==> src/rtl/clk_div_gen.sv <==
// clk_div_gen: multi-channel programmable clock divider.
// Each channel takes new settings over the config port and changes them only at a period boundary, so its output never glitches.
module clk_div_gen #(
    parameter int CHANNELS = 4,
    parameter int DIV_W = 8,
    localparam int CW = CHANNELS > 1 ? $clog2(CHANNELS) : 1
) (
    input  logic                clk,
    input  logic                rst,
    input  logic                cfg_valid,
    output logic                cfg_ready,
    input  logic [CW-1:0]       cfg_chan,
    input  logic [DIV_W-1:0]    cfg_div,
    input  logic [DIV_W-1:0]    cfg_high,
    input  logic                cfg_en,
    output logic                cfg_err,
    output logic [CHANNELS-1:0] clk_out,
    output logic [CHANNELS-1:0] tick
);
    logic [CHANNELS-1:0] run, pend, pend_en, sel, n_run, n_pend;
    logic [DIV_W-1:0] cnt [CHANNELS], div [CHANNELS], hi [CHANNELS];
    logic [DIV_W-1:0] pdiv [CHANNELS], phi [CHANNELS];
    logic [DIV_W-1:0] n_cnt [CHANNELS], n_div [CHANNELS], n_hi [CHANNELS];
    logic accept, illegal, wr;
    logic [DIV_W-1:0] hi_c;

    // A channel number that is out of range matches no channel, so it leaves ready high.
    always_comb begin
        sel = '0;
        cfg_ready = 1'b1;
        for (int i = 0; i < CHANNELS; i++) begin
            if (cfg_chan == CW'(i)) begin
                sel[i] = 1'b1;
                cfg_ready = ~pend[i];
            end
        end
    end

    assign accept = cfg_valid & cfg_ready;
    assign illegal = ~|sel | (cfg_en & ~|cfg_div);
    assign wr = accept & ~illegal;
    assign hi_c = ~|cfg_high ? DIV_W'(1) : (cfg_high > cfg_div ? cfg_div : cfg_high);

    // Compute next state first so that clk_out and tick can be registered straight from it.
    always_comb begin
        n_run = run;
        n_pend = pend;
        n_cnt = cnt;
        n_div = div;
        n_hi = hi;
        for (int i = 0; i < CHANNELS; i++) begin
            if (run[i]) begin
                n_cnt[i] = cnt[i] == div[i] ? '0 : cnt[i] + 1'b1;
                if (cnt[i] == div[i] && pend[i]) begin
                    n_div[i] = pdiv[i];
                    n_hi[i] = phi[i];
                    n_pend[i] = 1'b0;
                    n_run[i] = pend_en[i];
                end
                if (wr && sel[i]) n_pend[i] = 1'b1;
            end else if (wr && sel[i]) begin
                n_div[i] = cfg_div;
                n_hi[i] = hi_c;
                n_run[i] = cfg_en;
                n_cnt[i] = '0;
            end
        end
    end

    always_ff @(posedge clk or posedge rst) begin
        if (rst) begin
            run <= '0;
            pend <= '0;
            pend_en <= '0;
            clk_out <= '0;
            tick <= '0;
            cfg_err <= 1'b0;
            for (int i = 0; i < CHANNELS; i++) begin
                cnt[i] <= '0;
                div[i] <= DIV_W'(1);
                hi[i] <= DIV_W'(1);
                pdiv[i] <= '0;
                phi[i] <= '0;
            end
        end else begin
            run <= n_run;
            pend <= n_pend;
            cfg_err <= accept & illegal;
            for (int i = 0; i < CHANNELS; i++) begin
                cnt[i] <= n_cnt[i];
                div[i] <= n_div[i];
                hi[i] <= n_hi[i];
                clk_out[i] <= n_run[i] & (n_cnt[i] < n_hi[i]);
                tick[i] <= n_run[i] & ~|n_cnt[i];
                if (wr && sel[i] && run[i]) begin
                    pdiv[i] <= cfg_div;
                    phi[i] <= hi_c;
                    pend_en[i] <= cfg_en;
                end
            end
        end
    end
endmodule
==> config.mk <==
export PLATFORM = sky130hd
export DESIGN_NAME = clk_div_gen
export DESIGN_NICKNAME = d
export VERILOG_FILES = /design/src/rtl/clk_div_gen.sv
export SDC_FILE = /design/constraint.sdc
export NUM_CORES = 1
export LEC_CHECK = 0
export CAP_MARGIN = 40
export CORE_ASPECT_RATIO = 0.8
export CORE_MARGIN = 2
export CORE_UTILIZATION = 62
export DETAILED_ROUTE_END_ITERATION = 10
export PLACE_DENSITY = 0.87
export SYNTH_ARGS = -nofsm -noshare
export SYNTH_HDL_FRONTEND = slang
export SYNTH_SLANG_ARGS = --single-unit
==> constraint.sdc <==
create_clock -name clk -period 8.25 [get_ports clk]
set_input_delay 1.2375 -clock clk [delete_from_list [all_inputs] [get_ports clk]]
set_output_delay 1.2375 -clock clk [all_outputs]
set_load 0.01 [all_outputs]
* After elaboration in Yosys (flattened, before gate mapping) *
Index checks and enable logic that the tools add are counted.

word-level totals
  bits in registers = 181
  bits of input ports = 22
  output and inout port bits = 10
  logic and storage cells = 178

operators by class
  $add $sub $neg = 4
  order comparisons = 5
  equality and inequality tests = 11
  mux-type cells = 66
  bitwise operators = 18
  reduce and logical (&&, ||, !) cells = 42

operators with widths
  kind                                                 number
  2-to-1 mux 8 bit                                     38
  OR reduction 8 bit                                   6
  adder 8 x 1 -> 8 bit, second input constant          4
  equality test 8 bit                                  4
  less-than comparator 8 bit                           4
  2-to-1 mux 1 bit                                     28
  AND reduction 2 bit                                  8
  nonzero test 2 bit                                   8
  AND 1 bit                                            12
  logical AND 1 bit                                    12
  greater-than comparator 8 bit                        1
  != test 2 x 1 -> 1 bit, second input constant        4
  zero test 1 bit                                      6
  inverter 1 bit                                       5
  equality test 2 bit, second input constant           2
  OR reduction 4 bit                                   1
  equality test 2 x 1 -> 1 bit, second input constant  1
  zero test 2 bit                                      1
  bitwise OR 1 bit                                     1

* Longest topological paths before layout *
Gate-level depths: netlist (run 1).

  depth after elaboration = 13
  mapped depth = 17
  depth with buffers taken out = 15

* Worst setup path before layout (run 1) *
Ideal clock, no wire load.

  kind = input to register
  from = input port cfg_div[1]
  to = register clk_out[2]
  library setup time = 0.077 ns
  arrival = 4.334 ns
  data required time = 8.173 ns
  path slack = 3.838 ns
  cell stages on the path = 16
  path buffers = 2
  cells stage by stage = clkbuf_2 -> inv_1 -> ha_1 -> nor2b_1 -> o211ai_1 -> a21o_1 -> a21oi_2 -> buf_4 -> mux2i_1 -> a211oi_1 -> ha_1 -> a21o_1 -> a21o_1 -> a221oi_1 -> o211ai_1 -> a21oi_1

between the ends
  longest elaborated chain between the ends = 11
  elaborated cells on any way between the ends = 18
  classes of those cells = order compare (2); mux (8); bitwise (5); reduce/logical (3)

RTL lines
  element                                                                 RTL line  text
  start, declared                                                         13        input logic [DIV_W-1:0] cfg_div,
  branches (longest 10 deep; another with greater-than comparator 8 bit)  --
  AND 1 bit *                                                             93        clk_out[i] <= n_run[i] & (n_cnt[i] < n_hi[i]);
  end signal, assigned by index                                           93
  end, declared                                                           17        output logic [CHANNELS-1:0] clk_out,

Every way passes the cells marked *.
A chain may end at the register's enable or synchronous reset.

* Final worst setup path (run 1) *
  from = input port cfg_div[5]
  to = register clk_out[2]

Same word-level chain as after synthesis.

==> out/results.txt, run 1 <==
syn nets -> 1,145
PwrDens -> 299.0 mW/mm^2
Tmin final -> 5.458 ns
Post-Synthesis Cells -> 1,083
DR iter-0 viols -> 868
asr flop ratio synth -> 1.000
vias in the first global route -> 8,281
GR Util All Layers -> 0.3213
Final nets -> 1,142
number of max-cap violations -> 0
Clock Latency Late Sink -> 0.44 ns
Final Cell Area -> 0.01152 sq mm
status -> finished, final reports clean
RSZ-0062 raised after global routing -> no
CP Cell Sequence -> clkdlybuf4s50_1 -> inv_1 -> ha_1 -> nand4_1 -> a21o_1 -> a21oi_2 -> mux2i_1 -> a211oi_1 -> ha_1 -> a21o_1 -> a21o_1 -> a221oi_1 -> o211ai_1 -> a21oi_1
Hold Slack -> 0.4737 ns
CP Launch Type -> input port
post-synthesis sequential area ratio -> 0.4378
WL final -> 27.44 mm
Final HPWL DP -> 19.20 mm
Clock Skews -> 0.01004 ns
TritonCTS clock tree -> done
Worst-Margin Slew -> 0.8846 ns
setup violators final -> 0
Worst Setup Slack, final -> 2.792 ns
Worst setup EP type -> flip-flop
via count -> 8,632
placed cell areas -> 0.01087 sq mm
synthesized flop and latch total -> 181
endpoints failing hold -> 0
initial antenna violation count -> 1
antenna cells -> 0
ys flop type -> dfrtp_1
CTS Buf Count -> 17
layout cells sized above 1 -> 0.09158
Max Freq -> 183.2 MHz
Post-CTS Setup Inserts -> 0
Final Max Slew Viols -> 0
synthesized cell area -> 0.01037 sq mm
hold buffer count at cts -> 0
Leak Pwr -> 5.219 nW
Avg Inst Size Synth -> 9.574 sq um
Worst Path Arrival -> 5.83 ns
chip height -> 119.7 um
RD Place Congestion -> 0.9543
period utilization -> 0.6616
root buf cell -> clkbuf_16
post-route ant nets -> 0
crit path buf inv count -> 2
CP most frequent cell -> a21o_1
total gr overflow -> 0
first-pass iteration count of the detailed router -> 5
critical path's slowest cell -> mux2i_1
final setup TNS -> 0 ns
CTS H-Tree Depth -> 4
Die Footprint -> 0.01778 sq mm
pre-CTS setup slack -> 2.449 ns
number of synthesized flops with an enable pin -> 0
Max IR drop VDD -> 0.0001797 V
Worst EP required -> 8.62 ns
wire per inst -> 20.91 um
Ys Warns -> 0
IO Count -> 32
drt via density -> 6.579
Die W -> 148.6 um
core area -> 0.01645 sq mm
Worst-path clk slew -> 0.07 ns
critical path's top delay family -> compound AO/OA/AOI/OAI gates
first-pass GRT wire length -> 44.02 mm
clock tree sinks -> 181
Crit Path Max Fanout -> 14
row cnt -> 42
CTS resizes -> 0
worst hold path class -> reg -> reg
critical path class -> in -> reg
Remaining DRCs -> 0
area delta synth->final -> 11.15%
Starting Density -> 0.6304
count of input and output buffers -> 31
Slew headroom -> 0.3934
pin count of the biggest net entering global routing -> 76
library cells used by synthesis -> 72
CP max stage delay -> 0.79 ns
Max Root-Sink Buffers -> 2
==> final cells by class <==
class / count / area [sq um]
clock buffers: 20 / 456.7
multi-input cells: 799 / 5404
flip-flops and latches: 181 / 4539
repair buffers: 50 / 528.0
well taps: 220 / 275.3
clock inverters: 11 / 200.2
inverters: 31 / 121.4
fillers: 1169 / 4923
==> through the flow <==
step | total power, W | utilization | cells
after global routing | 0.003645 | 0.7007 | 1312
final | 0.003446 | 0.7007 | 1312
after detailed placement | 0.002511 | 0.6607 | 1281
after CTS | 0.003426 | 0.7007 | 1312
after global placement | 0.002439 | 0.6521 | 1272
after floorplan | 0.002182 | - | 1083
==> synth_stat cells, types with 8 or more instances <==
master    number  area [sq um]
mux2_2        26         292.8
a21oi_1       44         220.2
buf_2         20         100.1
xor2_1        16         140.1
nand3_1       36         180.2
a211o_1       29         254.0
a211oi_1      30         225.2
nor2_1        62         232.7
nor3b_1       23         172.7
nand4_1       19         118.9
a21o_1        15         112.6
clkbuf_1      43         161.4
inv_1         29         108.9
dfrtp_1      173          4329
o21ai_0       97         485.5
nor3_1         9         45.04
and3_1        12         75.07
nand2_1      129         484.2
dfstp_2        8         210.2
and4_1        10         87.58
ha_1          40         500.5
a31oi_1       10         62.56
nor4_1         9         56.30
mux2i_1       59         590.6
xnor2_1       41         359.1
==> final timing paths <==
kind,slack (ns),depth (start not counted),startpoint,to
max,2.79,14,cfg_div[5],clk_out[2]$_DFF_PP0_
max in group asynchronous,6.03,4,rst,div[16]$_DFFE_PP1P_
min reg2reg,0.47,2,div[16]$_DFFE_PP1P_,div[16]$_DFFE_PP1P_
min in group asynchronous,1.13,2,rst,pdiv[30]$_DFFE_PP0P_
max reg2reg,4.51,9,pend[0]$_DFFE_PP0P_,clk_out[0]$_DFF_PP0_
min,0.47,2,div[16]$_DFFE_PP1P_,div[16]$_DFFE_PP1P_
==> sequential cells by signal (all words and copies together), names as in the netlist <==
register and count:
tick 4, phi 32, cnt 32, pdiv 32, pend_en 4, cfg_err 1, div 32, run 4
clk_out 4, pend 4, hi 32
==> layout by cell type (no fill, tap or decap), types with 4 or more instances in the layout <==
master	Yosys	routed
buf_4	3	14
inv_1	29	28
xor2_1	16	16
xnor2_1	41	41
o21ai_0	97	97
a21o_1	15	15
nor2b_1	6	6
mux2i_1	59	59
nor3b_1	23	23
clkbuf_16	0	17
a22o_1	5	5
clkdlybuf4s50_1	0	31
ha_1	40	40
and2_1	6	6
bufinv_16	0	5
a211o_1	29	29
o21ai_1	4	4
nand4_1	19	19
clkinv_4	0	4
mux2_2	26	26
o31ai_1	4	4
a21oi_1	44	44
a211oi_1	30	30
nor2_1	62	62
nand2_1	129	129
nor3_1	9	9
and4_1	10	10
and3_1	12	12
dfstp_2	8	8
dfrtp_1	173	173
nor4_1	9	9
a31oi_1	10	10
nand3_1	36	36
o211ai_1	5	5
==> layer usage <==
layer	wire length [um]	vias up	track usage
met2	11830	454	0.4647
met1	11790	4182	0.4698
met5	0	-	0
met4	882	0	0.1185
li1	-	3918	-
met3	2939	78	0.08137
==> tightest hold or removal path: cells and delay by family, from the launching register on <==
| kind | cells | cell delay [ns] |
|---|---|---|
| AO/OA/AOI/OAI | 1 | 0.05 |
| flip-flops | 1 | 0.38 |
| AND/OR/NAND/NOR | 1 | 0.05 |
==> where the power goes <==
group	switching [W]	total, W	leakage, nW	internal [W]
combinational	0.000683	0.00122	2.54	0.000540
clock	0.000351	0.000904	0.312	0.000554
sequential	0.000228	0.00132	2.36	0.00109
==> kinds of logic after synthesis <==
group | synth area share
xor gates and xnor gates | 0.04815
DFF | 0.4378
and+or+nand+nor | 0.1639
adders and majority gates | 0.04827
AOI/OAI and AO/OA | 0.1757
muxes | 0.08519
buffers and inverters | 0.04103
No activity file was read; power rests on OpenSTA's default activity.
==> run 2: changes to the inputs <==
==> constraint.sdc (replaced) <==
create_clock -name clk -period 5.6 [get_ports clk]
set_input_delay 0.84 -clock clk [delete_from_list [all_inputs] [get_ports clk]]
set_output_delay 0.84 -clock clk [all_outputs]
set_load 0.01 [all_outputs]
==> run 2 against run 1 <==
Net effect: cell count rose by 0.91%; register-to-register slack got worse by 2.7 ns; design area rose by 0.30%; sequential cell count did not move; combinational power rose by 51%; total power rose by 47%; hold slack improved by 0.0079 ns; critical path type unchanged; critical endpoint is now clk_out[3]$_DFF_PP0_; largest power group unchanged.
==> out/results.txt, run 2 (same netlist as run 1, synthesis figures left out) <==
status -> finished, final reports clean
final setup TNS -> 0 ns
RD Place Congestion -> 0.9490
Worst Path Arrival -> 5.18 ns
Final HPWL DP -> 18.58 mm
Clock Skews -> 0.008213 ns
worst r2r path cells -> 11
DR iter-0 viols -> 915
worst hold path class -> reg -> reg
pin count of the biggest net entering global routing -> 182
wire per inst -> 20.51 um
via count -> 8,511
vias in the first global route -> 8,303
count of input and output buffers -> 31
fillers -> 1,206
WHS Path Cells -> 2
Starting Density -> 0.6304
Max Root-Sink Buffers -> 2
root buf cell -> clkbuf_16
Remaining DRCs -> 0
hold buffer count at cts -> 0
TritonCTS clock tree -> done
Max IR drop VDD -> 0.0002949 V
critical path class -> in -> reg
CTS resizes -> 0
layout cells sized above 1 -> 0.09601
WL final -> 27.16 mm
period utilization -> 0.8598
Leak Pwr -> 5.244 nW
post-route ant nets -> 0
Tmin final -> 4.815 ns
Final Max Slew Viols -> 0
CTS H-Tree Depth -> 4
Slew headroom -> 0.3613
PwrDens -> 438.1 mW/mm^2
hold_sp -> phi[29]$_DFFE_PP0P_
number of max-cap violations -> 0
Worst-path clk slew -> 0.07 ns
chip height -> 119.7 um
Max Freq -> 207.7 MHz
CTS Buf Count -> 17
clock tree sinks -> 181
total gr overflow -> 0
area delta synth->final -> 11.49%
first-pass GRT wire length -> 43.72 mm
RR Endpoint -> clk_out[0]$_DFF_PP0_
RSZ-0062 raised after global routing -> no
endpoints failing hold -> 0
row cnt -> 42
Reg-to-Reg Start -> pend[0]$_DFFE_PP0P_
Worst setup EP type -> flip-flop
Worst EP required -> 5.97 ns
Die W -> 148.6 um
setup violators final -> 0
Post-CTS Setup Inserts -> 0
Crit Path Max Fanout -> 8
GR Util All Layers -> 0.3175
hold endpoint -> phi[29]$_DFFE_PP0P_
Clock Latency Late Sink -> 0.44 ns
CP Launch Type -> input port
Final nets -> 1,153
first-pass iteration count of the detailed router -> 5
IO Count -> 32
drt via density -> 6.428
FF-to-FF setup slack -> 1.81 ns
Hold Slack -> 0.4816 ns
most frequent cells in the layout -> dfrtp_1, nand2_1, o21ai_0
core area -> 0.01645 sq mm
most common cell after layout, fill and taps aside -> dfrtp_1
Tot Pwr -> 0.005064 W
Worst-Margin Slew -> 0.9314 ns
antenna cells -> 0
initial antenna violation count -> 1
Die Footprint -> 0.01778 sq mm
## run 2: changes by cell type in the layout (fill, tap and decap cells not counted), sizes merged
| cell | delta |
|---|---|
| buf | +11 |
| clkbuf | +4 |
| clkinv | -4 |
| clkinvlp | +1 |
## run 2: where the power goes
part | internal (W) | leakage, nW | switching (W)
clock network | 0.000795 | 0.293 | 0.000507
registers | 0.00161 | 2.36 | 0.000312
logic | 0.000810 | 2.59 | 0.00103
## run 2: area by class of cell
class                      count  area, sq um  area share
tap                          220        275.3     0.02381
multi-input combinational    799         5404      0.4675
timing repair buffer          61        595.6     0.05152
clock buffer                  24        451.7     0.03907
inverter                      31        120.1     0.01039
clock inverter                 8        173.9     0.01504
sequential                   181         4539      0.3927
## run 2: worst max-delay path, stage by stage
cell and delay, ns:
clkdlybuf4s50_1 0.72, inv_1 0.16, ha_1 0.31, nand4_1 0.15, a21o_1 0.22, a21oi_2 0.32, buf_4 0.23, mux2i_1 0.73
a211oi_1 0.20, ha_1 0.35, nor2b_1 0.14, o21ai_0 0.17, o21ai_0 0.12, a2111oi_0 0.31, o31a_1 0.21
## run 2: layer usage
metal | routed length (um) | up-vias | global-route usage | share of wire
met2 | 11940 | 422 | 0.4667 | 0.44
li1 | - | 3914 | - | -
met5 | 13 | - | 0 | 0.00048
met1 | 11550 | 4088 | 0.4437 | 0.43
met3 | 2807 | 85 | 0.09392 | 0.10
met4 | 845 | 2 | 0.1286 | 0.031
## run 2: worst max-delay path by stage
stage | start | endpoint | slack [ns] | cells after the start
final | cfg_div[4] | clk_out[3]$_DFF_PP0_ | 0.79 | 15
after global routing | cfg_div[4] | clk_out[3]$_DFF_PP0_ | 0.54 | 15
after CTS | cfg_div[4] | clk_out[3]$_DFF_PP0_ | 0.90 | 15
after detailed placement | cfg_div[4] | clk_out[3]$_DFF_PP0_ | 0.58 | 15
after global placement | cfg_div[4] | clk_out[3]$_DFF_PP0_ | 0.71 | 15
after floorplan | cfg_div[1] | clk_out[2]$_DFF_PP0_ | 1.59 | 16
## run 2: metrics by stage
stage                     cells  setup slack, ns  utilization  area, sq um
after global routing       1324           0.5419       0.7028        11560
final                      1324           0.7852       0.7028        11560
after CTS                  1323           0.9018       0.7023        11550
after global placement     1286           0.7056       0.6591        10840
after floorplan            1083            1.586            -        10370
after detailed placement   1291           0.5820       0.6643        10930
==> run 3: changes to the inputs <==
--- a/config.mk
+++ b/config.mk
@@ -11,6 +11,7 @@
 export CORE_UTILIZATION = 62
 export DETAILED_ROUTE_END_ITERATION = 10
 export PLACE_DENSITY = 0.87
+export RECOVER_POWER = 25
 export SYNTH_ARGS = -nofsm -noshare
 export SYNTH_HDL_FRONTEND = slang
 export SYNTH_SLANG_ARGS = --single-unit
==> run 3 against run 2 <==
Net effect: largest power group unchanged; sequential cell count unchanged; sequential share of layout area unchanged; highest routed layer unchanged; clock-buffer cell count unchanged; worst setup slack improved by 0.0045 ns; critical endpoint unchanged; combinational power about the same; maximum frequency about the same; routed wire length about the same; first-iteration DRC count increased by 0.22%; largest cell class unchanged; global-route usage unchanged.
==> out/results.txt, run 3 (same netlist as run 1, synthesis figures left out) <==
status -> finished, final reports clean
Worst Path Arrival -> 5.18 ns
most frequent cells in the layout -> dfrtp_1, nand2_1, o21ai_0
Final Max Slew Viols -> 0
fillers -> 1,206
number of max-cap violations -> 0
layout cells sized above 1 -> 0.09601
Leak Pwr -> 5.244 nW
multi-input logic area -> 0.005404 sq mm
hold buffer count at cts -> 0
chip height -> 119.7 um
DR iter-0 viols -> 917
CTS Buf Count -> 17
core area -> 0.01645 sq mm
Worst EP required -> 5.97 ns
initial antenna violation count -> 1
Starting Density -> 0.6304
Worst-Margin Slew -> 0.9316 ns
critical path's slowest cell -> mux2i_1
Finished Layout Cells -> 1,324
WL final -> 27.16 mm
Worst Setup Slack, final -> 0.7897 ns
Met3 Wirelength -> 2.807 mm
Final nets -> 1,153
WHS Path Cells -> 2
Max IR drop VDD -> 0.0002950 V
pre-CTS setup slack -> 0.5820 ns
IO Count -> 32
worst hold path class -> reg -> reg
Final HPWL DP -> 18.58 mm
register share of total power -> 0.379
pin count of the biggest net entering global routing -> 182
CTS resizes -> 0
first-pass GRT wire length -> 43.72 mm
PwrDens -> 438.1 mW/mm^2
TritonCTS clock tree -> done
met2 wire len -> 11.98 mm
total gr overflow -> 0
M1 wire length -> 11.55 mm
area delta synth->final -> 11.49%
Worst-path clk slew -> 0.07 ns
critical path's top delay family -> compound AO/OA/AOI/OAI gates
RR Endpoint -> clk_out[0]$_DFF_PP0_
power share of the clock group -> 0.257
Post-CTS Setup Inserts -> 0
Int Pwr -> 0.003213 W
Register Area -> 0.004539 sq mm
endpoints failing hold -> 0
RSZ-0062 raised after global routing -> no
FF-to-FF setup slack -> 1.81 ns
Comb pwr share -> 0.363
DR top layer -> met5
Clock Skews -> 0.009829 ns
vias in the first global route -> 8,303
Clock Latency Late Sink -> 0.44 ns
Slew headroom -> 0.3612
CP max stage delay -> 0.73 ns
count of input and output buffers -> 31
Crit Path Max Fanout -> 8
Sw Pwr -> 0.001851 W
first-pass iteration count of the detailed router -> 5
CTS H-Tree Depth -> 4
post-route ant nets -> 0
root buf cell -> clkbuf_16
Die Footprint -> 0.01778 sq mm
setup violators final -> 0
antenna cells -> 0
Hold Slack -> 0.4817 ns
hold endpoint -> phi[29]$_DFFE_PP0P_
Worst setup EP type -> flip-flop
most common cell after layout, fill and taps aside -> dfrtp_1
Die W -> 148.6 um
period utilization -> 0.8590
Max Freq -> 207.9 MHz
final setup TNS -> 0 ns
Reg-to-Reg Start -> pend[0]$_DFFE_PP0P_
Remaining DRCs -> 0
dpl cells -> 1,291
critical path class -> in -> reg
clock tree sinks -> 181
RD Place Congestion -> 0.9490
CP Launch Type -> input port
worst r2r path cells -> 11
CP Cell Sequence -> clkdlybuf4s50_1 -> inv_1 -> ha_1 -> nand4_1 -> a21o_1 -> a21oi_2 -> buf_4 -> mux2i_1 -> a211oi_1 -> ha_1 -> nor2b_1 -> o21ai_0 -> o21ai_0 -> a2111oi_0 -> o31a_1
Sw Share -> 0.3655
Tmin final -> 4.810 ns
drt via density -> 6.412
GR Util All Layers -> 0.3175
wire per inst -> 20.52 um
hold_sp -> phi[29]$_DFFE_PP0P_
row cnt -> 42
via count -> 8,490
Max Root-Sink Buffers -> 2
crit path buf inv count -> 3
run 3: changes by cell type in the layout (fill, tap and decap cells not counted), sizes merged:
cell,previous run,this run
clkdlybuf4s50,31,30
dlygate4sd3,0,1
run 3: worst max path at each step:
stage                     slack [ns]  depth (start not counted)       start                   end
after global routing            0.54                         15  cfg_div[4]  clk_out[3]$_DFF_PP0_
after floorplan                 1.59                         16  cfg_div[1]  clk_out[2]$_DFF_PP0_
after global placement          0.71                         15  cfg_div[4]  clk_out[3]$_DFF_PP0_
after detailed placement        0.58                         15  cfg_div[4]  clk_out[3]$_DFF_PP0_
final                           0.79                         15  cfg_div[4]  clk_out[3]$_DFF_PP0_
after CTS                       0.90                         15  cfg_div[4]  clk_out[3]$_DFF_PP0_
run 3: layout make-up:
| type | count | area share |
|---|---|---|
| multi-input cells | 799 | 0.4675 |
| inverters | 31 | 0.01039 |
| clock inverters | 8 | 0.01504 |
| repair buffers | 61 | 0.05152 |
| clock buffers | 24 | 0.03907 |
| well taps | 220 | 0.02381 |
| flip-flops and latches | 181 | 0.3927 |
run 3: layer usage:
metal,GRT usage,vias to the layer above
met5,0,-
met2,0.4667,421
met4,0.1286,2
met3,0.09392,83
met1,0.4437,4069
li1,-,3915
run 3: worst register-to-register path, stage by stage, from the launching register on:
cell,delay [ns]
dfrtp_1,0.48
or4b_1,0.52
a31oi_2,0.58
and2_1,0.61
a211oi_1,0.20
ha_1,0.36
a211o_1,0.34
nor2_1,0.11
o21ai_0,0.11
o311ai_0,0.13
nand3_1,0.12
a31oi_1,0.15
run 3: per-stage QoR:
stage | area [sq um] | power [W] | utilization
global placement | 10840 | 0.003598 | 0.6591
global route | 11560 | 0.005341 | 0.7028
finish | 11560 | 0.005064 | 0.7028
detailed placement | 10930 | 0.003690 | 0.6643
floorplan | 10370 | 0.003216 | -
CTS | 11550 | 0.005032 | 0.7023
run 3: power by group through the flow:
stage | combinational, W | sequential, W | clock, W
floorplan | 0.00144 | 0.00177 | 0
global placement | 0.00169 | 0.00191 | 0
detailed placement | 0.00177 | 0.00192 | 0
CTS | 0.00181 | 0.00191 | 0.00131
global route | 0.00203 | 0.00195 | 0.00136
finish | 0.00184 | 0.00192 | 0.00130
